**src/rtl/mips_mem_pkg.sv**
```systemverilog
// Shared constants and types for the data-memory load/store unit.
package mips_mem_pkg;

  localparam int unsigned CAPACITY = 512;

  localparam logic [1:0] SIZE_BYTE = 2'b00;
  localparam logic [1:0] SIZE_HALF = 2'b01;
  localparam logic [1:0] SIZE_WORD = 2'b10;

  typedef enum logic [1:0] {
    IDLE  = 2'd0,
    READ  = 2'd1,
    WRITE = 2'd2,
    RESP  = 2'd3
  } lsu_state_t;

endpackage

```
**src/rtl/lsu_lane_align.sv**
```systemverilog
// Little-endian lane steering: store merge into a memory word and load extract/extend.
module lsu_lane_align
  import mips_mem_pkg::*;
(
  input  logic [31:0] word_i,
  input  logic [31:0] wdata_i,
  input  logic [1:0]  size_i,
  input  logic [1:0]  lane_i,
  input  logic        signed_i,
  output logic [31:0] merged_o,
  output logic [31:0] rdata_o
);

  logic [4:0]  byte_sh;
  logic [4:0]  half_sh;
  logic [7:0]  byte_sel;
  logic [15:0] half_sel;

  assign byte_sh  = {lane_i, 3'b000};
  assign half_sh  = {lane_i[1], 4'b0000};
  assign byte_sel = word_i[byte_sh +: 8];
  assign half_sel = word_i[half_sh +: 16];

  always_comb begin
    merged_o = word_i;
    rdata_o  = word_i;
    case (size_i)
      SIZE_BYTE: begin
        merged_o[byte_sh +: 8] = wdata_i[7:0];
        rdata_o = {{24{signed_i & byte_sel[7]}}, byte_sel};
      end
      SIZE_HALF: begin
        merged_o[half_sh +: 16] = wdata_i[15:0];
        rdata_o = {{16{signed_i & half_sel[15]}}, half_sel};
      end
      SIZE_WORD: merged_o = wdata_i;
      default: ;
    endcase
  end

endmodule

```
**src/rtl/data_memory_lsu.sv**
```systemverilog
// Load/store unit in front of a word-wide data memory (async read, sync write).
// Optional LSU_FAULT_CNT_EN adds a saturating count of accepted faulting requests.
module data_memory_lsu #(
  parameter int unsigned CAPACITY = mips_mem_pkg::CAPACITY
) (
  input  logic                  clk,
  input  logic                  rst_n,
`ifdef LSU_FAULT_CNT_EN
  output logic [15:0]           fault_cnt,
`endif
  input  logic                  req_valid,
  output logic                  req_ready,
  input  logic                  req_we,
  input  logic [1:0]            req_size,
  input  logic                  req_signed,
  input  logic [31:0]           req_addr,
  input  logic [31:0]           req_wdata,
  output logic                  resp_valid,
  input  logic                  resp_ready,
  output logic [31:0]           resp_rdata,
  output logic                  resp_err,
  output logic [$clog2(CAPACITY)-1:0] mem_addr,
  output logic [31:0]           mem_wdata,
  output logic                  mem_we,
  input  logic [31:0]           mem_rdata
);

  import mips_mem_pkg::lsu_state_t;
  import mips_mem_pkg::IDLE;
  import mips_mem_pkg::READ;
  import mips_mem_pkg::WRITE;
  import mips_mem_pkg::RESP;
  import mips_mem_pkg::SIZE_HALF;
  import mips_mem_pkg::SIZE_WORD;

  localparam int unsigned ADDR_WIDTH      = $clog2(CAPACITY);
  localparam int unsigned BYTE_ADDR_WIDTH = ADDR_WIDTH + 2;

  lsu_state_t            state_q, state_d;
  logic                  we_q;
  logic                  signed_q;
  logic [1:0]            size_q;
  logic [1:0]            lane_q;
  logic [31:0]           wdata_q;
  logic [ADDR_WIDTH-1:0] mem_addr_q;
  logic [31:0]           mem_wdata_q;
  logic [31:0]           resp_rdata_q;
  logic                  resp_err_q;

  logic                  accept;
  logic                  fault;
  logic [31:0]           merged;
  logic [31:0]           extracted;

  assign accept = req_valid && (state_q == IDLE);
  assign fault  = (req_size == 2'b11)
               || ((req_size == SIZE_HALF) && req_addr[0])
               || ((req_size == SIZE_WORD) && (req_addr[1:0] != 2'b00))
               || (req_addr[31:BYTE_ADDR_WIDTH] != '0);

  always_comb begin
    state_d = state_q;
    case (state_q)
      IDLE: begin
        if (req_valid) begin
          if (fault)                               state_d = RESP;
          else if (!req_we)                        state_d = READ;
          else if (req_size == SIZE_WORD)          state_d = WRITE;
          else                                     state_d = READ;
        end
      end
      READ:    state_d = we_q ? WRITE : RESP;
      WRITE:   state_d = RESP;
      RESP:    if (resp_ready) state_d = IDLE;
      default: state_d = IDLE;
    endcase
  end

  lsu_lane_align u_align (
    .word_i   (mem_rdata),
    .wdata_i  (wdata_q),
    .size_i   (size_q),
    .lane_i   (lane_q),
    .signed_i (signed_q),
    .merged_o (merged),
    .rdata_o  (extracted)
  );

  // The read word is merged straight into mem_wdata_q at the READ edge, which
  // is what a separate rd_q capture followed by a merge in WRITE would produce.
  always_ff @(posedge clk or negedge rst_n) begin
    if (!rst_n) begin
      state_q      <= IDLE;
      we_q         <= 1'b0;
      signed_q     <= 1'b0;
      size_q       <= 2'b00;
      lane_q       <= 2'b00;
      wdata_q      <= '0;
      mem_addr_q   <= '0;
      mem_wdata_q  <= '0;
      resp_rdata_q <= '0;
      resp_err_q   <= 1'b0;
    end else begin
      state_q <= state_d;
      case (state_q)
        IDLE: begin
          if (req_valid) begin
            we_q         <= req_we;
            size_q       <= req_size;
            signed_q     <= req_signed;
            lane_q       <= req_addr[1:0];
            wdata_q      <= req_wdata;
            resp_rdata_q <= '0;
            resp_err_q   <= fault;
            if (!fault) begin
              mem_addr_q <= req_addr[BYTE_ADDR_WIDTH-1:2];
              if (req_we && (req_size == SIZE_WORD)) mem_wdata_q <= req_wdata;
            end
          end
        end
        READ: begin
          if (we_q) mem_wdata_q  <= merged;
          else      resp_rdata_q <= extracted;
        end
        default: ;
      endcase
    end
  end

  assign req_ready  = (state_q == IDLE);
  assign resp_valid = (state_q == RESP);
  assign resp_rdata = resp_rdata_q;
  assign resp_err   = resp_err_q;
  assign mem_we     = (state_q == WRITE);
  assign mem_addr   = mem_addr_q;
  assign mem_wdata  = mem_wdata_q;

`ifdef LSU_FAULT_CNT_EN
  logic [15:0] fault_cnt_q;

  always_ff @(posedge clk or negedge rst_n) begin
    if (!rst_n) begin
      fault_cnt_q <= '0;
    end else if (accept && fault && (fault_cnt_q != 16'hFFFF)) begin
      fault_cnt_q <= fault_cnt_q + 16'd1;
    end
  end

  assign fault_cnt = fault_cnt_q;
`else
  logic unused_accept;
  assign unused_accept = accept;
`endif

endmodule
```
**config.mk**
```make
export PLATFORM = sky130hd
export DESIGN_NAME = data_memory_lsu
export DESIGN_NICKNAME = d
export VERILOG_FILES = /design/src/rtl/mips_mem_pkg.sv /design/src/rtl/lsu_lane_align.sv /design/src/rtl/data_memory_lsu.sv
export SDC_FILE = /design/constraint.sdc
export NUM_CORES = 1
export LEC_CHECK = 0
export CAP_MARGIN = 20
export CORE_UTILIZATION = 35
export DETAILED_ROUTE_END_ITERATION = 8
export SETUP_SLACK_MARGIN = 0.2
export SLEW_MARGIN = 20
export SYNTH_ARGS = -nofsm -noshare
export SYNTH_HDL_FRONTEND = slang
export SYNTH_SLANG_ARGS = --single-unit
```
**constraint.sdc**
```tcl
create_clock -name clk -period 2.2 [get_ports clk]
set_input_delay 0.33 -clock clk [delete_from_list [all_inputs] [get_ports clk]]
set_output_delay 0.33 -clock clk [all_outputs]
set_load 0.01 [all_outputs]
```
Word-level counts from Yosys, hierarchy flattened

Index checks and enable logic that the tools add are counted.
Widths: inputs -> output; s select.

Reduce and logical (&&, ||, !) cells: 16
$add $sub $neg: 2
Bitwise logic cells: 3
Shifts and indexed selects: 6
Equal/unequal tests: 14
Multiplexer cells: 19

Operators with widths:

| kind                    | count |
|---|---|
| $mux 32                 | 6 |
| $pmux 32 s2             | 3 |
| $pmux 32 s3             | 1 |
| $bwmux 32               | 2 |
| $shift 16x7->32 const A | 1 |
| $shift 8x7->32 const A  | 1 |
| $shiftx 16x7->32        | 1 |
| $shiftx 32x6->16        | 1 |
| $shiftx 32x6->8         | 1 |
| $shiftx 8x7->32         | 1 |
| $reduce_bool 21->1      | 1 |
| $neg 5->7               | 2 |
| $eq 2x2->1 const B      | 5 |
| $mux 2                  | 5 |
| $ne 2x2->1 const B      | 4 |
| $pmux 2 s4              | 1 |
| $eq 2x1->1 const B      | 3 |
| $reduce_and 3->1        | 2 |
| $reduce_and 5->1        | 1 |
| $logic_not 2->1         | 2 |
| $ne 2x1->1 const B      | 2 |
| $reduce_and 2->1        | 2 |
| $reduce_bool 2->1       | 2 |
| $logic_and 1x1->1       | 3 |
| 4 further kinds         | 7 |

Bits in registers: 114
Output and inout bits: 77
Input port bits: 104
Word-level logic and storage cells: 70

Logic depth before layout (Yosys ltp)

Gate-level depths: netlist of the first run.

Depth in word-level cells: 8
Gate-level depth with buffers: 9

Modules after synthesis

A second synthesis of the first run with hierarchy kept.

Cells, all modules: 841
Area, all modules: 8065.2 µm²

By module, submodules not included:

| module          | instances | cells an instance | area each (µm²) | seq. area each (µm²) |
|---|---|---|---|---|
| data_memory_lsu | 1         | 554               | 5923.2          | 2852.7 |
| lsu_lane_align  | 1         | 287               | 2142.1          | 0.0 |

Worst setup path before layout of the first run

Ideal clock, no wire load.

Kind: flip-flop to flip-flop
Start: register lane_q[1]
End: register mem_wdata_q[26], in the netlist mem_wdata[26]
Path buffers: 1
Library setup time: 0.064 ns
Clock period less this slack: 2.207 ns
Stages on the path, launching flop included: 9
Arrival: 2.144 ns
Slack: -0.007 ns
Cells stage by stage: dfrtp_1 buf_2 clkinv_1 ha_1 nor3b_1 and3_1 o21ai_0 a31oi_1 mux2_4

Cells in the longest elaborated chain, start to end: 6
Elaborated cells on any way between the ends: 11
Classes of those cells: add/sub (2); shift (4); mux (5)

Ends and longest elaborated chain:

| element                                  | line                                       | text |
|---|---|---|
| start: declaration                       | data_memory_lsu.sv:43                      | `logic [1:0] lane_q;` |
| start signal: assignment                 | data_memory_lsu.sv:111                     | `lane_q <= req_addr[1:0];` |
| $neg 5->7, on equally long branches      | lsu_lane_align.sv:33, lsu_lane_align.sv:29 |  |
| $shiftx 16x7->32 (tied with other cells) | lsu_lane_align.sv:33                       | `merged_o[half_sh +: 16] = wdata_i[15:0];` |
| $bwmux 32, on equally long branches      | lsu_lane_align.sv:33, lsu_lane_align.sv:29 |  |
| $pmux 32 s3 *                            | lsu_lane_align.sv:27                       | `case (size_i)` |
| $mux 32 *                                | data_memory_lsu.sv:122                     | `if (we_q) mem_wdata_q <= merged;` |
| $pmux 32 s2 *                            | data_memory_lsu.sv:105                     | `case (state_q)` |
| end signal: assignment                   | data_memory_lsu.sv:117                     | `if (req_we && (req_size == SIZE_WORD)) mem_wdata_q <= req_wdata;` |
| end signal: assignment                   | data_memory_lsu.sv:122                     |  |
| end: declaration                         | data_memory_lsu.sv:46                      | `logic [31:0] mem_wdata_q;` |

Every way passes the cells marked *; elsewhere a longest branch is shown, timed or not. The select of a mux whose other input is x is not followed.
A chain may end at the register's enable or synchronous reset.

Final worst setup path of the first run

Start: register lane_q[1]
End: register mem_wdata_q[8], in the netlist mem_wdata[8]

The elaborated chain is that of the path after synthesis.

==> impl_metrics.py, run 1 <==
metrics = {
    "run_status": {
        "status": "finished clean",
    },
    "logic_synthesis": {
        "synth-xor-area-share_pct": 0,
        "synthArstFlopShare_pct": 100,
        "synth_top_family_by_area": "multiplexers",
        "ys_seq_area_share_pct": 44.8,
        "avgSynthCellArea_um2": 10.5,
        "ys_warn_count": 0,
        "synth-seq-cells": 114,
        "synth_cell_types": 45,
        "synth_area_um2": 6370,
        "ys.flop_type": "dfrtp_1",
        "synthMuxAreaShare_pct": 18.8,
        "synth_edf_count": 0,
        "synth_compound_area_share_pct": 15.8,
        "syn-instance-count": 604,
        "yosys.area_share.simple_pct": 14.8,
        "synth_adder_area_share_pct": 1.77,
        "synth_nets": 717,
    },
    "worst_hold_path": {
        "min_path_cells": 3,
        "hold_class": "input port to register",
    },
    "critical_path": {
        "path_depth": 8,
        "r2r_cells": 8,
        "endpoint": "mem_wdata[8]",
        "critPathKind": "register to register",
        "critPathMaxStageDelay_ns": 0.50,
        "worst_setup_path_end_kind": "register",
        "path_max_fanout": 6,
        "cp.required_ns": 2.51,
        "rrSetupSlack_ns": 0.14,
        "cp-startpoint": "lane_q[1]",
        "timing.rr.end": "mem_wdata[8]",
        "cp_top_family": "compound AO/OA/AOI/OAI gates",
        "cp.arrival_ns": 2.37,
        "slowest_stage": "a222oi_1",
        "crit_path_cell_trace": "inv_4 > ha_4 > o21ai_1 > buf_4 > a222oi_1 > buf_4 > a21oi_2 > mux2_4",
        "critPathBufInv": 3,
        "r2r-start": "lane_q[1]",
        "crit_path_frequent_cell": "buf_4",
        "worstSetupStartpointType": "register",
    },
    "place": {
        "routabilityCongestion": 0.904,
        "hpwl_um": 16200,
        "io_buffers": 180,
        "placed_area_um2": 8740,
    },
    "finish": {
        "n_fill_cell": 1467,
        "syn2layout_area_growth_pct": 57.3,
        "num_antenna_cells": 0,
        "fin_util_pct": 57.1,
        "most-common-layout-cells": "clkdlybuf4s50_1, dfrtp_1, buf_4",
        "multi_input_comb_area_um2": 3500,
        "final_common_cell": "clkdlybuf4s50_1",
        "seqCellArea_um2": 2860,
        "nets": 961,
        "layout-drive-gt1-share_pct": 28.9,
        "finalInstanceArea_um2": 10000,
    },
    "sta": {
        "timing.hold.ws_ns": 0.400,
        "worst_clock_skew_ns": 0.00852,
        "period_share_pct": 93.6,
        "period_needed_ns": 2.06,
        "tightestPinTransition_ns": 0.644,
        "relSlewSlack_pct": 57.1,
        "setup_viol": 0,
        "fmax_mhz": 485,
        "finalMaxSlewViolations": 0,
        "hold_viol_final": 0,
        "rsz0062_at_grt": "yes",
    },
    "route": {
        "vias": 6039,
        "via_per_inst": 5.56,
        "drtIter0Drc": 515,
        "drc": 0,
        "wl_per_cell_um": 21.0,
        "wl_um": 22800,
        "firstDrtPassIters": 5,
        "ant_nets": 0,
    },
    "global_routing": {
        "overflow": 0,
        "grt_use_total_pct": 24.5,
        "grtUsageMet1_pct": 32.6,
        "grt.busiest_layer": "met2",
        "grt_pass1_wl_um": 33800,
        "antenna_found_initial": 0,
        "grtUsageMet3_pct": 5.41,
        "grt_max_degree": 44,
        "met2_usage_pct": 38.9,
        "grt_pass1_vias": 5959,
    },
    "die": {
        "io-pin-count": 181,
        "die-area_um2": 18700,
        "rows": 48,
        "die_h_um": 137,
        "die_w_um": 137,
        "start_util_pct": 36.3,
        "core_um2": 17500,
    },
    "pwr": {
        "p_total_uw": 14700,
        "powerDensity_nw_per_um2": 1470,
        "peakVddDrop_mv": 0.837,
        "p_leak_uw": 0.00444,
    },
    "clock_tree": {
        "clk_latency_ns": 0.43,
        "clk_pin_slew_worst_paths_ns": 0.06,
        "cts_sinks": 114,
        "cts_buffers": 17,
        "cts_tree": "built",
        "cts_max_level": 4,
        "ctsRootBufferMaster": "clkbuf_16",
        "ctsLongestPathBuffers": 2,
    },
    "run": {
        "maxCapViolCount": 0,
    },
}
==> metrics by stage <==
step | TNS, ns | std cells | setup WS (ns)
final | 0 | 1086 | 0.140
after global placement | -6.52 | 1021 | -0.130
after floorplan | 0 | 604 | 0.201
after global routing | 0 | 1086 | 0.109
after CTS | 0 | 1061 | 0.0627
after detailed placement | -9.26 | 1021 | -0.225
==> synthesized netlist by cell type, types with 9 or more instances <==
cell        n  share of area (%)
mux2i_1    23                3.6
o21ai_0    29                2.3
a221oi_1   14                1.9
clkbuf_1   23                1.4
mux2_4     17                4.0
ha_1        9                1.8
inv_1      22                1.3
a31oi_1    12                1.2
a22o_1     16                2.2
nor2_1     41                2.4
nor2b_1    14                1.4
nand2b_1   35                3.4
dfrtp_1   114                 45
nand2_1    26                1.5
a21oi_1    32                2.5
mux2_2     57                 10
nand3_1    35                2.8
==> repair_timing <==
| item | CTS | global route |
|---|---|---|
| setup endpoints to repair | 47 | 49 |
| pin swaps | 3 | 27 |
| gates resized for setup | 21 | 68 |
| setup buffers | 5 | 23 |
| cloned | 2 | 2 |
| hold buffers | 1 | 0 |
| hold endpoints to repair | 33 | 0 |
==> registers in the layout, summed over array words and instances (netlist names) <==
signal,count
lane_q,2
mem_addr,9
mem_wdata,32
resp_err,1
resp_rdata,32
signed_q,1
size_q,2
state_q,2
wdata_q,32
we_q,1
==> final cells by class <==
cell class                      instances  share of cell area, %
Clock buffer                           17                   4.25
Clock inverter                         15                   1.95
Inverter                               23                  0.924
Multi-Input combinational cell        428                   35.0
Sequential cell                       114                   28.5
Tap cell                              225                   2.81
Timing Repair Buffer                  264                   26.6
==> worst min-delay path by stage <==
stage / from / end
after global placement: rst_n / mem_wdata[9]
after floorplan: rst_n / lane_q[0]
after detailed placement: rst_n / mem_wdata[9]
after global routing: req_size[0] / size_q[0]
after CTS: rst_n / mem_wdata[9]
final: req_size[0] / size_q[0]
==> cell families (layout without fill, tap and decap cells) <==
logic type / Yosys count / in the layout
AO/OA/AOI/OAI: 146 / 146
adder cells (fa/ha/maj): 9 / 9
buffers and inverters: 62 / 319
flip-flops: 114 / 114
multiplexers: 100 / 100
AND/OR/NAND/NOR: 173 / 173
==> worst reg2reg max path, cell delays in order, from the launching register on <==
cell      delay, ns
dfrtp_2        0.44
inv_4          0.10
ha_4           0.14
o21ai_1        0.07
buf_4          0.17
a222oi_1       0.50
buf_4          0.20
a21oi_2        0.05
mux2_4         0.28
==> report_power, final <==
part	leakage (µW)	switching (µW)	internal, µW	total (µW)
clock	0.000304	1110	1810	2920
sequential	0.00140	777	3030	3810
combinational	0.00274	3800	4200	8000
total	0.00444	5680	9040	14700
==> routing by layer <==
layer / wire length, µm / vias up
met2: 10900 / 263
met1: 10000 / 3007
met5: 0 / -
li1: - / 2733
met3: 1320 / 36
met4: 536 / 0
Note: power is estimated with default switching activity, not from simulation.
==> inputs of run 2 (changes only) <==
--- a/config.mk
+++ b/config.mk
@@ -6,8 +6,9 @@
 export NUM_CORES = 1
 export LEC_CHECK = 0
 export CAP_MARGIN = 20
-export CORE_UTILIZATION = 35
+export CORE_UTILIZATION = 44
 export DETAILED_ROUTE_END_ITERATION = 8
+export PLACE_DENSITY = 0.78
 export SETUP_SLACK_MARGIN = 0.2
 export SLEW_MARGIN = 20
 export SYNTH_ARGS = -nofsm -noshare
==> impl_metrics.py, run 2 (synthesis gave the netlist of run 1 again) <==
metrics = {
    "finish": {
        "n_fill_cell": 1053,
        "most-common-layout-cells": "clkdlybuf4s50_1, dfrtp_1, mux2_2",
        "layout-drive-gt1-share_pct": 24.6,
        "final_common_cell": "clkdlybuf4s50_1",
        "nets": 926,
        "num_antenna_cells": 0,
        "fin_util_pct": 68.5,
        "final_cells": 1005,
        "syn2layout_area_growth_pct": 50.5,
    },
    "route": {
        "drt-met1-wl_um": 8820,
        "wl_met2_um": 10500,
        "routed.top_layer": "met4",
        "wl_per_cell_um": 21.2,
        "ant_nets": 0,
        "wl_um": 21300,
        "drc": 0,
        "vias": 5843,
        "via_per_inst": 5.81,
        "wl_met3_um": 1460,
        "drtIter0Drc": 465,
        "firstDrtPassIters": 6,
    },
    "critical_path": {
        "cp_top_family": "compound AO/OA/AOI/OAI gates",
        "critPathBufInv": 1,
        "rrSetupSlack_ns": 0.24,
        "r2r_cells": 6,
        "worstSetupStartpointType": "register",
        "r2r-start": "lane_q[1]",
        "path_depth": 6,
        "crit_path_frequent_cell": "o21ai_2",
        "timing.rr.end": "mem_wdata[14]",
        "critPathKind": "register to register",
        "critPathMaxStageDelay_ns": 0.55,
        "cp.arrival_ns": 2.26,
        "path_max_fanout": 8,
        "cp-startpoint": "lane_q[1]",
        "cp.required_ns": 2.50,
        "crit_path_cell_trace": "buf_4 > o21ai_2 > o21ai_2 > a222oi_1 > a21oi_1 > mux2_4",
        "slowest_stage": "a222oi_1",
        "worst_setup_path_end_kind": "register",
    },
    "clock_tree": {
        "cts_buffers": 17,
        "cts_tree": "built",
        "clk_pin_slew_worst_paths_ns": 0.05,
        "cts_max_level": 4,
        "cts_sinks": 114,
        "ctsRootBufferMaster": "clkbuf_16",
        "ctsHoldBuffers": 0,
        "ctsLongestPathBuffers": 2,
        "clk_latency_ns": 0.42,
    },
    "sta": {
        "relSlewSlack_pct": 57.6,
        "timing.hold.ws_ns": -0.0420,
        "tns_ns": 0,
        "finalMaxSlewViolations": 0,
        "worst_clock_skew_ns": 0.00741,
        "fin_ws_ns": 0.244,
        "setup_viol": 0,
        "fmax_mhz": 511,
        "period_share_pct": 88.9,
        "tightestPinTransition_ns": 0.637,
        "rsz0062_at_grt": "yes",
        "hold_viol_final": 28,
        "period_needed_ns": 1.96,
    },
    "place": {
        "hpwl_um": 15400,
        "dp_slack_ns": -0.198,
        "io_buffers": 180,
        "dp.cells": 964,
        "routabilityCongestion": 0.888,
    },
    "run_status": {
        "status": "finished with violations",
        "failed_checks": "hold timing",
    },
    "global_routing": {
        "antenna_found_initial": 0,
        "grt_pass1_vias": 6053,
        "grt_max_degree": 115,
        "grt_pass1_wl_um": 33000,
        "overflow": 0,
        "grt_use_total_pct": 29.5,
    },
    "die": {
        "core_um2": 14000,
        "die-area_um2": 15000,
        "rows": 43,
        "die_h_um": 122,
        "io-pin-count": 181,
        "start_util_pct": 45.5,
        "die_w_um": 122,
    },
    "worst_hold_path": {
        "hold_class": "input port to asynchronous set/reset pin",
    },
    "pwr": {
        "p_leak_uw": 0.00417,
        "powerDensity_nw_per_um2": 1490,
        "peakVddDrop_mv": 1.05,
    },
    "run": {
        "maxCapViolCount": 0,
    },
}
## run 2: cell count changes in the layout (fill, tap and decap cells not counted), moves of 3 or more
| cell | change |
|---|---|
| buf_4 | -25 |
| clkdlybuf4s50_1 | +10 |
| dlymetal6s2s_1 | -9 |
| inv_6 | -7 |
| o21ai_1 | -6 |
| buf_6 | -5 |
| clkbuf_8 | +5 |
| o21ai_0 | +5 |
| a21oi_1 | +4 |
| a21oi_2 | -4 |
| clkinv_4 | -4 |
| bufinv_16 | +3 |
| mux2i_2 | +3 |
## run 2: area by class of cell
| class | instances | area [µm²] | area share, % |
|---|---|---|---|
| clock buffers | 23 | 498 | 5.20 |
| inverters | 23 | 91.3 | 0.953 |
| clock inverters | 8 | 196 | 2.05 |
| well taps | 180 | 225 | 2.35 |
| repair inverters | 1 | 7.51 | 0.0783 |
| multi-input cells | 428 | 3430 | 35.8 |
| flip-flops and latches | 114 | 2860 | 29.8 |
| repair buffers | 228 | 2280 | 23.8 |
## run 2: metrics by stage
step / cell area (µm²) / power [µW]
detailed placement: 8570 / 10400
finish: 9580 / 14300
CTS: 9320 / 13800
global placement: 8570 / 10200
global route: 9580 / 15100
floorplan: 6380 / 7560
## run 2: how the worst max path moves through the flow
stage                         end  slack, ns
floorplan            mem_wdata[2]       0.20
global placement      mem_addr[0]      -0.12
detailed placement  mem_wdata[18]      -0.20
CTS                        mem_we       0.16
global route         mem_wdata[2]       0.17
finish              mem_wdata[14]       0.24
## run 2: report_power, final
| group | internal, µW | switching (µW) |
|---|---|---|
| clock | 2270 | 968 |
| sequential | 3030 | 779 |
| combinational | 3690 | 3560 |
## run 2: layer usage
layer	track usage, %	vias to the layer above
met1	38.5	2890
met3	6.32	43
met4	10.8	0
li1	-	2655
met2	48.0	255
met5	0	-
## run 2: timing repair
item,CTS,global route
gates resized for setup,10,42
endpoints found under the setup margin,26,47
pin swaps,1,10
buffers inserted,3,4
gates cloned,1,2
